File: src/rtl/rgb_pwm_driver.sv
// Three-channel 8-bit PWM LED driver. Colours are captured on rgb_valid and
// applied only at a PWM period boundary so no period is ever cut short.
module rgb_pwm_driver #(
    parameter int PRESCALE = 4
) (
    input  logic        clk,
    input  logic        rst,
    input  logic [23:0] rgb,
    input  logic        rgb_valid,
    output logic        pwm_r,
    output logic        pwm_g,
    output logic        pwm_b,
    output logic        period_start,
    output logic        pending
);

    localparam int PW = (PRESCALE > 1) ? $clog2(PRESCALE) : 1;
    localparam logic [PW-1:0] PRE_LAST = PW'(PRESCALE - 1);

    logic [PW-1:0] pre_cnt;
    logic [7:0]    step_cnt;
    logic [23:0]   pend_reg;
    logic [7:0]    duty_r;
    logic [7:0]    duty_g;
    logic [7:0]    duty_b;
    logic          tick;
    logic          wrap;

    assign tick = (pre_cnt == PRE_LAST);
    assign wrap = tick && (step_cnt == 8'd255);

    always_ff @(posedge clk) begin
        if (rst) begin
            pre_cnt      <= '0;
            step_cnt     <= '0;
            pend_reg     <= '0;
            pending      <= 1'b0;
            duty_r       <= '0;
            duty_g       <= '0;
            duty_b       <= '0;
            pwm_r        <= 1'b0;
            pwm_g        <= 1'b0;
            pwm_b        <= 1'b0;
            period_start <= 1'b0;
        end else begin
            pre_cnt <= tick ? '0 : pre_cnt + PW'(1);
            if (tick)
                step_cnt <= step_cnt + 8'd1;

            // Compare uses the duty and step of the current cycle, so the
            // outputs trail step_cnt by one clock.
            pwm_r        <= (step_cnt < duty_r);
            pwm_g        <= (step_cnt < duty_g);
            pwm_b        <= (step_cnt < duty_b);
            period_start <= wrap;

            if (rgb_valid)
                pend_reg <= rgb;

            // A valid landing on the wrap cycle bypasses the pending slot.
            if (wrap) begin
                if (rgb_valid) begin
                    duty_r  <= rgb[23:16];
                    duty_g  <= rgb[15:8];
                    duty_b  <= rgb[7:0];
                    pending <= 1'b0;
                end else if (pending) begin
                    duty_r  <= pend_reg[23:16];
                    duty_g  <= pend_reg[15:8];
                    duty_b  <= pend_reg[7:0];
                    pending <= 1'b0;
                end
            end else if (rgb_valid) begin
                pending <= 1'b1;
            end
        end
    end

endmodule

File: config.mk
export PLATFORM = sky130hd
export DESIGN_NAME = rgb_pwm_driver
export DESIGN_NICKNAME = d
export VERILOG_FILES = /design/src/rtl/rgb_pwm_driver.sv
export SDC_FILE = /design/constraint.sdc
export NUM_CORES = 1
export LEC_CHECK = 0
export CORE_MARGIN = 2
export CORE_UTILIZATION = 30
export DETAILED_ROUTE_END_ITERATION = 6
export PLACE_DENSITY = 0.49
export REMOVE_ABC_BUFFERS = 1
export SLEW_MARGIN = 15
export SYNTH_ARGS = -nofsm -noshare
export SYNTH_HDL_FRONTEND = slang
export SYNTH_SLANG_ARGS = --single-unit
File: constraint.sdc
create_clock -name clk -period 4.2 [get_ports clk]
set_input_delay 1.26 -clock clk [delete_from_list [all_inputs] [get_ports clk]]
set_output_delay 1.26 -clock clk [all_outputs]
set_load 0.05 [all_outputs]
==> summary.txt <==
STA
  • Setup slack after layout: 1.36 ns
  • Slew HR: 0.487
  • Final setup viols: 0
  • Hold Fails Final Rpt: 0
  • Fin crit period: 2.84 ns
  • Fin Hold WS: 0.432 ns
  • Slew @ Worst Pin: 0.770 ns
  • Slew Limit Fails: 0
  • RSZ-0062 raised after global routing: false
  • Fmax: 353 MHz
  • Worst Skew: 0.00551 ns
  • Final period utilization: 0.675
  • TNS Setup: 0 ns

Layout
  • Ant. Diodes: 0
  • Fin nets: 355
  • Area Growth Syn to Fin: 19.7%
  • Final Util: 0.372
  • Final Cell Area: 3470 um2
  • Share of cells above drive strength 1: 0.139
  • Largest register FFs: 24

Floorplan
  • Die width: 102 um
  • Io pins: 32
  • Die area: 10500 um2
  • Die Y: 102 um
  • Core area: 9330 um2
  • Initial core utilization: 0.311
  • Row Count: 35

Placed design
  • Area of placed instances: 3280 um2
  • Pre-CTS setup slack: 1.07 ns
  • Post-DP HPWL: 3.70 mm
  • Placer Congestion: 0.760
  • Port Buf Inserts: 31

Route
  • Post-route DRC violation count: 0
  • Drt first pass iters: 4
  • Drt wl/cell: 12.0 um
  • Drt total wl: 5.27 mm
  • Antenna-violating nets left: 0
  • Vias per cell: 4.36
  • 1st-iter DRT viols: 44
  • Via Count: 1912

Clock network
  • PostCTS Resize Cnt: 0
  • Post-CTS setup buffers: 0
  • CTS Hold Bufs: 0
  • Clk buf depth: 2
  • CTS tree: yes
  • Root Driver: clkbuf_8
  • Clock Pin Slew Worst Setup and Hold Paths: 0.07 ns
  • Clock sink total: 63
  • Number of H-tree levels: 3
  • Worst-Skew Late Latency: 0.34 ns
  • TritonCTS Buffers: 9

GRT
  • First-pass GRT wire length: 8.87 mm
  • Vias in the first global route: 1809
  • Total GRT Usage: 0.114
  • Largest net degree at the start of global routing: 43
  • Antenna violations before repair: 0
  • Remaining Overflow, GRT: 0

Synth
  • Ys async rst share: 0
  • Number of synthesized flops with an enable pin: 0
  • Yosys top cell by area: dfxtp_1
  • Primary FF master, synth: dfxtp_1
  • Most frequent cell after synthesis: dfxtp_1
  • Sequential area share after synthesis: 0.435
  • Post-synthesis sequential element count: 63
  • Yosys warning count: 0
  • Synth area leaders: dfxtp_1 43%, mux2_4 10%, ha_1 9.9%, mux2i_1 8.6%, nor2_1 6.9%
  • Syn avg cell area: 10.6 um2
  • Commonest cells post-synth: 63 x dfxtp_1, 53 x nor2_1, 25 x mux2i_1
  • Syn Std Cell Area: 2900 um2
  • Synth Instances: 275
  • Synth top area share: 0.435
  • Synth cell types: 33

Worst setup path
  • Crit-path max FO: 2
  • CP max-delay cell: clkdlybuf4s50_1
  • Worst path bufs/invs: 1
  • CP delay by family, top: buffers and inverters
  • Crit path DAT: 1.58 ns
  • Crit path required time: 2.94 ns
  • Crit-path max cell delay: 0.83 ns
  • Kind of critical path: reg -> out
  • CP Capture Type: output port
  • Startpoint types: flip-flop
  • Cell Chain, Critical Path: clkdlybuf4s50_1

Power and ir drop
  • PwrDens: 349 nW/um2
  • Pleak: 1.47 nW
  • Worst-case vdd ir drop: 196 uV

Min path
  • HP Class: reg -> reg

Run
  • Max cap viols: 0

Status
  • Status: finished, final reports clean
-- per-layer routing --
layer / share of wire / GRT usage
met1: 0.48 / 0.138
met4: 0.018 / 0.0554
met2: 0.46 / 0.180
met3: 0.047 / 0.0390
met5: 0 / 0
-- logic make-up (layout without fill, tap and decap cells) --
family	Yosys count	in the layout	synth area share
simple gates	79	79	0.129
flops	63	63	0.435
mux	51	51	0.213
buf+inv	35	70	0.0617
fa+ha+maj	23	23	0.0992
compound gates	20	20	0.0500
xor+xnor	4	4	0.0121
-- power by group --
group | leakage, nW | internal (mW) | switching, mW
Clock | 0.100 | 0.288 | 0.222
Combinational | 0.852 | 0.0420 | 0.0372
Sequential | 0.513 | 0.615 | 0.00632
-- path summary, 6_finish.rpt --
path	endpoint	from	cells after the start	slack, ns
max reg2reg	duty_b[5]	pre_cnt[0]	4	2.02
max	pending	pending	1	1.36
min	pre_cnt[0]	pre_cnt[0]	1	0.43
min reg2reg	pre_cnt[0]	pre_cnt[0]	1	0.43
-- area by class of cell --
cell class	count	area (um2)
well taps	129	161
clock inverters	4	45.0
multi-input cells	177	1460
flip-flops and latches	63	1260
clock buffers	12	145
fillers	977	5850
repair buffers	33	320
inverters	21	78.8
-- metrics by stage --
stage,total power [mW],std cells
2_1_floorplan,0.666,261
3_3_place_gp,0.715,423
3_5_place_dp,0.717,423
5_1_grt,1.27,439
4_1_cts,1.24,439
6_report,1.21,439
-- cells in the final DEF (no fill, tap or decap), types with 4 or more instances in the layout --
| master | synthesis | routed |
|---|---|---|
| o21ai_0 | 4 | 4 |
| nor3b_1 | 4 | 4 |
| dfxtp_1 | 63 | 63 |
| a21oi_1 | 4 | 4 |
| nor2_1 | 53 | 53 |
| ha_1 | 23 | 23 |
| mux2i_1 | 25 | 25 |
| mux2_2 | 4 | 4 |
| inv_1 | 21 | 21 |
| clkdlybuf4s50_1 | 0 | 30 |
| mux2_4 | 20 | 20 |
| nor2b_1 | 8 | 8 |
| clkbuf_8 | 0 | 10 |
Power figures use the tool's default switching activity.
